`src/rtl/neuron_array_if.sv`:
```
// rtl/neuron_array_if.sv - configuration, spike and output handshake bundle for neuron_array

interface neuron_array_if #(
    parameter int NUM_LANES       = 4,
    parameter int NEURON_ID_WIDTH = 7,
    parameter int VMEM_WIDTH      = 16,
    parameter int TEN_DATA_WIDTH  = 2,
    parameter int LANE_WIDTH      = (NUM_LANES > 1) ? $clog2(NUM_LANES) : 1
);
    logic                                      en_neuron;
    logic                                      cfg_valid;
    logic                                      cfg_ready;
    logic [1:0]                                cfg_sel;
    logic [LANE_WIDTH-1:0]                     cfg_lane;
    logic [VMEM_WIDTH-1:0]                     cfg_data;
    logic [NEURON_ID_WIDTH:0]                  active_neuron;
    logic                                      run;
    logic                                      stop;
    logic                                      spike_valid;
    logic                                      spike_ready;
    logic [TEN_DATA_WIDTH+NEURON_ID_WIDTH-1:0] spike_in;
    logic                                      out_valid;
    logic                                      out_ready;
    logic [2*NUM_LANES-1:0]                    spike_out;
    logic [4*NUM_LANES-1:0]                    cfg_done;
    logic                                      all_done;
    logic                                      busy;

    modport master (
        output en_neuron, cfg_valid, cfg_sel, cfg_lane, cfg_data, active_neuron,
               run, stop, spike_valid, spike_in, out_ready,
        input  cfg_ready, spike_ready, out_valid, spike_out, cfg_done, all_done, busy
    );

    modport slave (
        input  en_neuron, cfg_valid, cfg_sel, cfg_lane, cfg_data, active_neuron,
               run, stop, spike_valid, spike_in, out_ready,
        output cfg_ready, spike_ready, out_valid, spike_out, cfg_done, all_done, busy
    );
endinterface

```
`src/rtl/neuron_array.sv`:
```
// rtl/neuron_array.sv - multi-lane Ising-style neuron array with coupling memory and spike handshakes

module neuron_array #(
    parameter int NUM_LANES       = 4,
    parameter int NUM_NEURON      = 128,
    parameter int NEURON_ID_WIDTH = 7,
    parameter int VMEM_WIDTH      = 16,
    parameter int TEN_DATA_WIDTH  = 2,
    parameter int STEP            = 2,
    parameter int LANE_WIDTH      = (NUM_LANES > 1) ? $clog2(NUM_LANES) : 1
) (
    input logic           clk,
    input logic           reset,
    neuron_array_if.slave bus
);
    localparam int SPIKE_W = TEN_DATA_WIDTH + NEURON_ID_WIDTH;
    localparam int QPTR_W  = NEURON_ID_WIDTH + 1;

    localparam logic signed [VMEM_WIDTH-1:0] VMAX     = {1'b0, {(VMEM_WIDTH-1){1'b1}}};
    localparam logic signed [VMEM_WIDTH-1:0] VMIN     = {1'b1, {(VMEM_WIDTH-1){1'b0}}};
    localparam logic signed [VMEM_WIDTH-1:0] STEP_POS = VMEM_WIDTH'(STEP);
    localparam logic signed [VMEM_WIDTH-1:0] STEP_NEG = -STEP_POS;

    localparam logic [TEN_DATA_WIDTH-1:0] CODE_NEG = TEN_DATA_WIDTH'(1);
    localparam logic [TEN_DATA_WIDTH-1:0] CODE_POS = TEN_DATA_WIDTH'(2);

    typedef enum logic [2:0] {
        S_IDLE,
        S_EMIT,
        S_OUT,
        S_RECV,
        S_UPDATE
    } state_t;

    state_t r_state;
    state_t w_next;

    // Per-lane neuron state
    logic signed [VMEM_WIDTH-1:0]      r_vmem     [NUM_LANES];
    logic signed [VMEM_WIDTH-1:0]      r_mu       [NUM_LANES];
    logic        [NEURON_ID_WIDTH-1:0] r_neuron_i [NUM_LANES];
    logic        [QPTR_W-1:0]          r_qptr     [NUM_LANES];
    logic        [NUM_LANES-1:0]       r_spin;
    logic        [4*NUM_LANES-1:0]     r_done;

    // Coupling memory (not reset) and its registered read port
    logic [1:0] r_q_mem [NUM_LANES][NUM_NEURON];
    logic [1:0] r_q_rd  [NUM_LANES];

    // Latched incoming spike and registered outgoing spike codes
    logic [TEN_DATA_WIDTH-1:0]  r_code;
    logic [NEURON_ID_WIDTH-1:0] r_id;
    logic [2*NUM_LANES-1:0]     r_spike_out;

    logic                          w_cfg_ready;
    logic                          w_spike_ready;
    logic                          w_out_valid;
    logic                          w_busy;
    logic                          w_all_done;
    logic                          w_cfg_fire;
    logic                          w_spike_fire;
    logic [TEN_DATA_WIDTH-1:0]     w_spike_code;
    logic [NEURON_ID_WIDTH-1:0]    w_spike_id;
    logic [2*NUM_LANES-1:0]        w_emit_code;
    logic signed [VMEM_WIDTH-1:0]  w_vmem_upd [NUM_LANES];
    logic [NUM_LANES-1:0]          w_spin_tgl;
    logic [NUM_LANES-1:0]          w_q_last;

    // Saturating signed add so membrane potentials pin at the rails instead of wrapping
    function automatic logic signed [VMEM_WIDTH-1:0] f_sat_add(
        input logic signed [VMEM_WIDTH-1:0] i_a,
        input logic signed [VMEM_WIDTH-1:0] i_b
    );
        logic [VMEM_WIDTH:0] w_sum;
        w_sum = {i_a[VMEM_WIDTH-1], i_a} + {i_b[VMEM_WIDTH-1], i_b};
        if (w_sum[VMEM_WIDTH] != w_sum[VMEM_WIDTH-1]) begin
            return w_sum[VMEM_WIDTH] ? VMIN : VMAX;
        end
        return w_sum[VMEM_WIDTH-1:0];
    endfunction

    assign w_all_done   = &r_done;
    assign w_cfg_fire   = bus.cfg_valid && w_cfg_ready && bus.en_neuron;
    assign w_spike_fire = bus.spike_valid && w_spike_ready && bus.en_neuron;
    assign w_spike_code = bus.spike_in[SPIKE_W-1 -: TEN_DATA_WIDTH];
    assign w_spike_id   = bus.spike_in[NEURON_ID_WIDTH-1:0];

    // Per-lane combinational spike decision, coupling update and load-pointer wrap
    for (genvar l = 0; l < NUM_LANES; l++) begin : g_lane
        logic signed [VMEM_WIDTH-1:0] w_mag;
        logic                         w_inc;
        logic                         w_dec;
        logic                         w_fire;

        // Spin-down lanes look at the negated potential; negating the most negative value saturates
        assign w_mag  = r_spin[l] ? r_vmem[l]
                                  : ((r_vmem[l] == VMIN) ? VMAX : -r_vmem[l]);
        assign w_fire = (w_mag > r_mu[l]);
        assign w_emit_code[2*l +: 2] = w_fire ? (r_spin[l] ? 2'd2 : 2'd1) : 2'd0;

        // Matching code/coupling pulls the potential up, opposite pairing pulls it down
        assign w_inc = ((r_code == CODE_NEG) && (r_q_rd[l] == 2'd1)) ||
                       ((r_code == CODE_POS) && (r_q_rd[l] == 2'd2));
        assign w_dec = ((r_code == CODE_NEG) && (r_q_rd[l] == 2'd2)) ||
                       ((r_code == CODE_POS) && (r_q_rd[l] == 2'd1));
        assign w_vmem_upd[l] = w_inc ? f_sat_add(r_vmem[l], STEP_POS) :
                               w_dec ? f_sat_add(r_vmem[l], STEP_NEG) : r_vmem[l];

        assign w_spin_tgl[l] = (r_id == r_neuron_i[l]) &&
                               ((r_code == CODE_NEG) || (r_code == CODE_POS));

        // The final beat also wraps if the pointer would run off the end of the memory
        assign w_q_last[l] = (r_qptr[l] == bus.active_neuron - QPTR_W'(1)) ||
                             (r_qptr[l] == QPTR_W'(NUM_NEURON - 1));
    end

    // State register; every transition is gated by the clock enable
    always_ff @(posedge clk or posedge reset) begin
        if (reset) begin
            r_state <= S_IDLE;
        end else if (bus.en_neuron) begin
            r_state <= w_next;
        end
    end

    // Next-state decode and per-state handshake outputs
    always_comb begin
        w_next        = r_state;
        w_cfg_ready   = 1'b0;
        w_spike_ready = 1'b0;
        w_out_valid   = 1'b0;
        w_busy        = 1'b1;
        case (r_state)
            S_IDLE: begin
                w_cfg_ready = 1'b1;
                w_busy      = 1'b0;
                if (bus.run && w_all_done) begin
                    w_next = S_EMIT;
                end
            end
            S_EMIT: begin
                w_next = S_OUT;
            end
            S_OUT: begin
                w_out_valid = 1'b1;
                if (bus.out_ready) begin
                    w_next = S_RECV;
                end
            end
            S_RECV: begin
                w_spike_ready = 1'b1;
                if (bus.spike_valid) begin
                    w_next = S_UPDATE;
                end else if (bus.stop) begin
                    w_next = S_IDLE;
                end
            end
            S_UPDATE: begin
                w_next = S_EMIT;
            end
            default: begin
                w_next = S_IDLE;
            end
        endcase
    end

    // Lane registers: configuration beats in IDLE, potential/spin update in UPDATE
    always_ff @(posedge clk or posedge reset) begin
        if (reset) begin
            for (int l = 0; l < NUM_LANES; l++) begin
                r_vmem[l]     <= '0;
                r_mu[l]       <= '0;
                r_neuron_i[l] <= '0;
                r_qptr[l]     <= '0;
            end
            r_spin <= '1;
            r_done <= '0;
        end else if (bus.en_neuron) begin
            for (int l = 0; l < NUM_LANES; l++) begin
                if (w_cfg_fire && (bus.cfg_lane == LANE_WIDTH'(l))) begin
                    case (bus.cfg_sel)
                        2'd0: begin
                            if (w_q_last[l]) begin
                                r_qptr[l]   <= '0;
                                r_done[4*l] <= 1'b1;
                            end else begin
                                r_qptr[l] <= r_qptr[l] + QPTR_W'(1);
                                if (r_qptr[l] == '0) begin
                                    r_done[4*l] <= 1'b0;
                                end
                            end
                        end
                        2'd1: begin
                            r_vmem[l]     <= $signed(bus.cfg_data);
                            r_spin[l]     <= 1'b1;
                            r_done[4*l+1] <= 1'b1;
                        end
                        2'd2: begin
                            r_neuron_i[l] <= bus.cfg_data[NEURON_ID_WIDTH-1:0];
                            r_done[4*l+2] <= 1'b1;
                        end
                        default: begin
                            r_mu[l]       <= $signed(bus.cfg_data);
                            r_done[4*l+3] <= 1'b1;
                        end
                    endcase
                end else if (r_state == S_UPDATE) begin
                    r_vmem[l] <= w_vmem_upd[l];
                    if (w_spin_tgl[l]) begin
                        r_spin[l] <= ~r_spin[l];
                    end
                end
            end
        end
    end

    // Spike latch on accept and spike-code register loaded in EMIT
    always_ff @(posedge clk or posedge reset) begin
        if (reset) begin
            r_code      <= '0;
            r_id        <= '0;
            r_spike_out <= '0;
        end else if (bus.en_neuron) begin
            if (w_spike_fire) begin
                r_code <= w_spike_code;
                r_id   <= w_spike_id;
            end
            if (r_state == S_EMIT) begin
                r_spike_out <= w_emit_code;
            end
        end
    end

    // Coupling memory write on Q beats and read with the address taken at spike accept
    always_ff @(posedge clk) begin
        if (bus.en_neuron && !reset) begin
            for (int l = 0; l < NUM_LANES; l++) begin
                if (w_cfg_fire && (bus.cfg_sel == 2'd0) && (bus.cfg_lane == LANE_WIDTH'(l))) begin
                    r_q_mem[l][r_qptr[l][NEURON_ID_WIDTH-1:0]] <= bus.cfg_data[1:0];
                end
                if (w_spike_fire) begin
                    r_q_rd[l] <= r_q_mem[l][w_spike_id];
                end
            end
        end
    end

    assign bus.cfg_ready   = w_cfg_ready;
    assign bus.spike_ready = w_spike_ready;
    assign bus.out_valid   = w_out_valid;
    assign bus.spike_out   = r_spike_out;
    assign bus.cfg_done    = r_done;
    assign bus.all_done    = w_all_done;
    assign bus.busy        = w_busy;

endmodule

```
`src/flat_wrapper.sv`:
```
// flat-port wrapper written by rule: the top's interface ports become plain ports
module neuron_array_flat 
#(
    parameter int NUM_LANES       = 4,
    parameter int NUM_NEURON      = 128,
    parameter int NEURON_ID_WIDTH = 7,
    parameter int VMEM_WIDTH      = 16,
    parameter int TEN_DATA_WIDTH  = 2,
    parameter int STEP            = 2,
    parameter int LANE_WIDTH      = (NUM_LANES > 1) ? $clog2(NUM_LANES) : 1
)
  (clk, reset, bus_en_neuron, bus_cfg_valid, bus_cfg_sel, bus_cfg_lane, bus_cfg_data, bus_active_neuron, bus_run, bus_stop, bus_spike_valid, bus_spike_in, bus_out_ready, bus_cfg_ready, bus_spike_ready, bus_out_valid, bus_spike_out, bus_cfg_done, bus_all_done, bus_busy);
  neuron_array_if #(.NUM_LANES(NUM_LANES), .NEURON_ID_WIDTH(NEURON_ID_WIDTH), .VMEM_WIDTH(VMEM_WIDTH), .TEN_DATA_WIDTH(TEN_DATA_WIDTH), .LANE_WIDTH(LANE_WIDTH)) bus_i ();
  input logic clk;
  input logic reset;
  input wire logic [$bits(bus_i.en_neuron)-1:0] bus_en_neuron;
  input wire logic [$bits(bus_i.cfg_valid)-1:0] bus_cfg_valid;
  input wire logic [$bits(bus_i.cfg_sel)-1:0] bus_cfg_sel;
  input wire logic [$bits(bus_i.cfg_lane)-1:0] bus_cfg_lane;
  input wire logic [$bits(bus_i.cfg_data)-1:0] bus_cfg_data;
  input wire logic [$bits(bus_i.active_neuron)-1:0] bus_active_neuron;
  input wire logic [$bits(bus_i.run)-1:0] bus_run;
  input wire logic [$bits(bus_i.stop)-1:0] bus_stop;
  input wire logic [$bits(bus_i.spike_valid)-1:0] bus_spike_valid;
  input wire logic [$bits(bus_i.spike_in)-1:0] bus_spike_in;
  input wire logic [$bits(bus_i.out_ready)-1:0] bus_out_ready;
  output wire logic [$bits(bus_i.cfg_ready)-1:0] bus_cfg_ready;
  output wire logic [$bits(bus_i.spike_ready)-1:0] bus_spike_ready;
  output wire logic [$bits(bus_i.out_valid)-1:0] bus_out_valid;
  output wire logic [$bits(bus_i.spike_out)-1:0] bus_spike_out;
  output wire logic [$bits(bus_i.cfg_done)-1:0] bus_cfg_done;
  output wire logic [$bits(bus_i.all_done)-1:0] bus_all_done;
  output wire logic [$bits(bus_i.busy)-1:0] bus_busy;
  assign bus_i.en_neuron = bus_en_neuron;
  assign bus_i.cfg_valid = bus_cfg_valid;
  assign bus_i.cfg_sel = bus_cfg_sel;
  assign bus_i.cfg_lane = bus_cfg_lane;
  assign bus_i.cfg_data = bus_cfg_data;
  assign bus_i.active_neuron = bus_active_neuron;
  assign bus_i.run = bus_run;
  assign bus_i.stop = bus_stop;
  assign bus_i.spike_valid = bus_spike_valid;
  assign bus_i.spike_in = bus_spike_in;
  assign bus_i.out_ready = bus_out_ready;
  assign bus_cfg_ready = bus_i.cfg_ready;
  assign bus_spike_ready = bus_i.spike_ready;
  assign bus_out_valid = bus_i.out_valid;
  assign bus_spike_out = bus_i.spike_out;
  assign bus_cfg_done = bus_i.cfg_done;
  assign bus_all_done = bus_i.all_done;
  assign bus_busy = bus_i.busy;
  neuron_array #(.NUM_LANES(NUM_LANES), .NUM_NEURON(NUM_NEURON), .NEURON_ID_WIDTH(NEURON_ID_WIDTH), .VMEM_WIDTH(VMEM_WIDTH), .TEN_DATA_WIDTH(TEN_DATA_WIDTH), .STEP(STEP), .LANE_WIDTH(LANE_WIDTH)) u_core (.clk(clk), .reset(reset), .bus(bus_i));
endmodule
```
`config.mk`:
```
export PLATFORM = sky130hd
export DESIGN_NAME = neuron_array_flat
export DESIGN_NICKNAME = d
export VERILOG_FILES = /design/src/rtl/neuron_array_if.sv /design/src/rtl/neuron_array.sv /design/src/flat_wrapper.sv
export SDC_FILE = /design/constraint.sdc
export NUM_CORES = 2
export LEC_CHECK = 0
export BUFFER_PORTS_ARGS = -buffer_cell sky130_fd_sc_hd__buf_4
export CAP_MARGIN = 20
export CORE_MARGIN = 4
export CORE_UTILIZATION = 57
export CTS_CLUSTER_SIZE = 12
export DETAILED_ROUTE_END_ITERATION = 10
export PLACE_DENSITY = 0.74
export SLEW_MARGIN = 20
export SYNTH_ARGS = -nofsm -noshare
export SYNTH_HDL_FRONTEND = slang
export SYNTH_SLANG_ARGS = --single-unit
```
`constraint.sdc`:
```
create_clock -name clk -period 5.9 [get_ports clk]
set_clock_uncertainty 0.1 [all_clocks]
set_input_delay 0 -clock clk [delete_from_list [all_inputs] [get_ports clk]]
set_output_delay 0 -clock clk [all_outputs]
set_load 0.01 [all_outputs]
```
==> run summary <==
SYNTH
-----------------------------------------------------------------------------------------------
Most used flip-flop cell after synthesis                                               edfxtp_1
Syn nets                                                                                   4594
Top cell type by total area after synthesis                                            edfxtp_1
Most common library cells after synthesis                                          edfxtp_1, nor2_1, nand2_1
Cell types with the largest area share after synthesis                             edfxtp_1, mux4_2, dfrtp_1
Most frequently used cell type in the post-synthesis netlist                           edfxtp_1
Syn Std Cell Area                                                                  0.05883 mm^2
Syn Inst Count                                                                             4450
Post-synthesis sequential element count                                                    1260
Mean instance size in the synthesized netlist                                        13.22 um^2
Proportion of synthesized chip area in sequential cells                                  62.39%
Post-synth EDFFs                                                                           1032
Count of unique library cells instantiated by Yosys                                          94
Area share of the largest cell type after synthesis                                      52.68%
Yosys Warn Count                                                                              0
Async set-or-reset flop fraction in the synthesized netlist                              18.10%

WORST SETUP PATH
-----------------------------------------------------------------------------------------------
Setup slack of the most critical reg-to-reg path                                        1.65 ns
Startpoint of the lowest-slack register-to-register path                           u_core.r_vmem[25]
Arrival time at the worst endpoint                                                      4.77 ns
Levels on crit path                                                                          13
Number of buffers and inverters on the critical path                                          0
Biggest fanout along the worst timing path                                                   14
Cells along the critical path                                                      or4_4 > or3_1 > nor2_1 > nand4_1 > nand3_1 > ha_1 > a21o_1 > a21o_1 > a21oi_1 > o21ai_0 > nand2b_1 > a31oi_1 > o41ai_1
Largest stage delay, worst path                                                         0.58 ns
Critical Path Slowest Stage Cell                                                          or4_4
Worst Setup SP                                                                     u_core.r_vmem[25]
R2r endpoint                                                                       u_core.bus.spike_out[5]
Most frequent CP cell                                                                    a21o_1
R2R cell count                                                                               13
Startpoint types                                                                      flip-flop
Worst setup path category                                                            reg -> reg
Critical path endpoint                                                             u_core.bus.spike_out[5]
Req. time, crit path                                                                    6.42 ns
Top delay family on crit path                                                      simple AND/OR/NAND/NOR gates
Kind of end point of the critical path                                                flip-flop

TIMING
-----------------------------------------------------------------------------------------------
F_max                                                                                 235.4 MHz
Share of the clock period used by the worst path after layout                            72.00%
Unrepaired setup endpoints after global routing                                              no
Worst Tran Pin Value                                                                   1.106 ns
Post-layout minimum cycle time                                                         4.248 ns
PnR worst setup slack                                                                  1.652 ns
Slew Limit Headroom                                                                      26.09%
Number of max-slew violations in the final report                                             0
Number of endpoints with negative hold slack in the final report                              0
Final count of negative-setup-slack endpoints                                                 0
Smallest hold slack                                                                  0.05400 ns
Final sum of negative setup slack                                                          0 ns

DRT
-----------------------------------------------------------------------------------------------
Final ANT Viol Nets                                                                           0
First drt pass iteration count                                                                6
Count of vias placed by the detailed router                                               38310
Number of DRC violations after detailed routing                                               0
Final wirelength                                                                       148.0 mm
Detail-routed net length per standard cell                                             25.08 um
DRC violation total after the first TritonRoute iteration                                  4977
Via/cell ratio                                                                            6.493

POWER
-----------------------------------------------------------------------------------------------
Total power divided by cell area                                                   370.8 mW/mm^2
Leakage component of the power                                                         22.13 nW
Largest vdd supply drop                                                             0.0002888 V

PLACEMENT
-----------------------------------------------------------------------------------------------
Last weighted congestion value of the routability-driven placer                          0.9329
HPWL after detailed placement                                                          88.01 mm
Input/output buffers                                                                         73
Pre-CTS worst setup slack                                                              1.708 ns

FLOW RUN
-----------------------------------------------------------------------------------------------
Count of maximum capacitance violations                                                       0

CLOCK NETWORK
-----------------------------------------------------------------------------------------------
Maximum buffer depth of the clock tree                                                        3
Buffers inserted by post-CTS timing repair                                                    0
Clock Sinks                                                                                1260
Number of CTS-inserted buffers                                                              133
Number of buffers inserted by hold repair at cts                                             55
Post-CTS Resized                                                                              0
Clock input transition at the sequential cells of the worst setup and hold paths        0.06 ns
Number of levels in the clock H-tree                                                          4
Clock latency on the worst-skew pair                                                    0.76 ns
TritonCTS clock tree                                                                       done
Cell at the root of the clock tree                                                    clkbuf_16

FLOORPLAN
-----------------------------------------------------------------------------------------------
Total core area                                                                     0.1022 mm^2
Number of ports placed on the die boundary                                                   74
Overall die height                                                                     329.3 um
Effective utilization at floorplan                                                       57.57%
Floorplan die width                                                                    329.3 um
Die ar.                                                                             0.1084 mm^2
Count of standard-cell rows                                                                 117

LAYOUT
-----------------------------------------------------------------------------------------------
Synth-to-Final Area Change                                                               10.33%
Post-layout net count                                                                      4590
Final Core Density                                                                       63.52%
Share of layout cells above drive strength 1                                             14.46%
Filler instances                                                                           7463

RUN STATUS
-----------------------------------------------------------------------------------------------
Outcome                                                                            finished, final reports clean

GRT
-----------------------------------------------------------------------------------------------
Number of global-route vias before repair                                                 38070
Pin count of the biggest net entering global routing                                        216
First-pass GRT wire length                                                             227.5 mm
Total track usage                                                                        27.48%
Initial antenna violation count                                                               6
Total congestion overflow after global routing                                                0

WORST HOLD PATH
-----------------------------------------------------------------------------------------------
Worst min path class                                                                  in -> reg

## power breakdown
group,internal [mW],leakage [nW],switching [mW]
Combinational,2.26,8.28,2.92
Clock,4.52,1.96,3.46
Sequential,10.1,11.9,0.834
Total,16.8,22.1,7.22
## cell families (layout without fill, tap and decap cells)
| kind of cell | count (synthesis) | after routing | share of synthesized area (%) |
|---|---|---|---|
| AO/OA/AOI/OAI | 703 | 703 | 7.598 |
| XOR/XNOR | 154 | 154 | 2.410 |
| adder cells (fa/ha/maj) | 100 | 100 | 2.123 |
| buffers and inverters | 426 | 506 | 2.980 |
| flip-flops | 1260 | 1260 | 62.39 |
| multiplexers | 317 | 317 | 11.10 |
| other | 0 | 2 | 0 |
| AND/OR/NAND/NOR | 1490 | 1490 | 11.40 |
## worst min path at each step
stage	slack (ns)	start	to	depth (start not counted)
5_1_grt	0.07	bus_cfg_data[9]	u_core.r_mu[41]	4
3_3_place_gp	0.14	bus_spike_in[8]	u_core.r_code[1]	2
6_report	0.05	bus_cfg_data[14]	u_core.r_mu[14]	4
4_1_cts	0.01	bus_spike_in[0]	u_core.r_id[0]	2
2_1_floorplan	-0.001	bus_cfg_data[0]	u_core.r_q_mem[0][0]	0
3_5_place_dp	0.14	bus_spike_in[7]	u_core.r_code[0]	2
## sequential cells by signal, summed over array words and instances (netlist names)
name                  cells
u_core.bus.cfg_done      16
u_core.bus.spike_out      8
u_core.r_code             2
u_core.r_id               7
u_core.r_mu              64
u_core.r_neuron_i        28
u_core.r_q_mem         1024
u_core.r_q_rd             8
u_core.r_qptr            32
u_core.r_spin             4
u_core.r_state            3
u_core.r_vmem            64
## metrics by stage
step / power [mW] / cell area, um^2 / std cells
3_3_place_gp: 15.94 / 60230 / 5623
2_1_floorplan: 14.79 / 58830 / 4450
3_5_place_dp: 16.06 / 60230 / 5623
4_1_cts: 24.06 / 64860 / 5897
5_1_grt: 25.19 / 64900 / 5900
6_report: 24.07 / 64900 / 5900
## cells in the final DEF (no fill, tap or decap), types with 18 or more instances in the layout
cell / n
nor2b_1: 36
nor4_1: 57
ha_1: 99
mux4_2: 264
nor3_1: 65
buf_4: 100
or3_1: 23
o31ai_1: 18
nand4_1: 49
edfxtp_1: 1032
o21ai_0: 176
inv_1: 118
dfrtp_1: 224
a21oi_1: 140
nor2_1: 699
and3_1: 35
clkbuf_1: 36
o22ai_1: 142
nand2_1: 329
xor2_1: 47
xnor2_1: 102
clkbuf_16: 135
nand3_1: 88
a21o_1: 36
mux2_2: 42
dlygate4sd3_1: 55
## routing by layer
layer	wire, um	vias up	track usage [%]
met4	5854	6	10.84
li1	-	16730	-
met1	57330	19290	37.73
met2	71670	1899	44.12
met5	42	-	0
met3	13090	374	5.139
## worst reg2reg max path, cell delays in order (launching register included)
cell,delay (ns)
dfrtp_1,0.51
or4_4,0.58
or3_1,0.42
nor2_1,0.26
nand4_1,0.50
nand3_1,0.26
ha_1,0.28
a21o_1,0.17
a21o_1,0.18
a21oi_1,0.14
o21ai_0,0.10
nand2b_1,0.09
a31oi_1,0.11
o41ai_1,0.41
## cell type report
type                       instances  area [um^2]  share of cell area [%]
inverter                         119        450.4                  0.6940
multi-input combinational       2764        20410                   31.45
clock inverter                    42        483.0                  0.7441
tap                             1368         1712                   2.637
clock buffer                     177         3596                   5.540
antenna                            2        5.005                0.007711
timing repair buffer             168         1549                   2.387
sequential                      1260        36700                   56.54
Power figures use the tool's default switching activity.
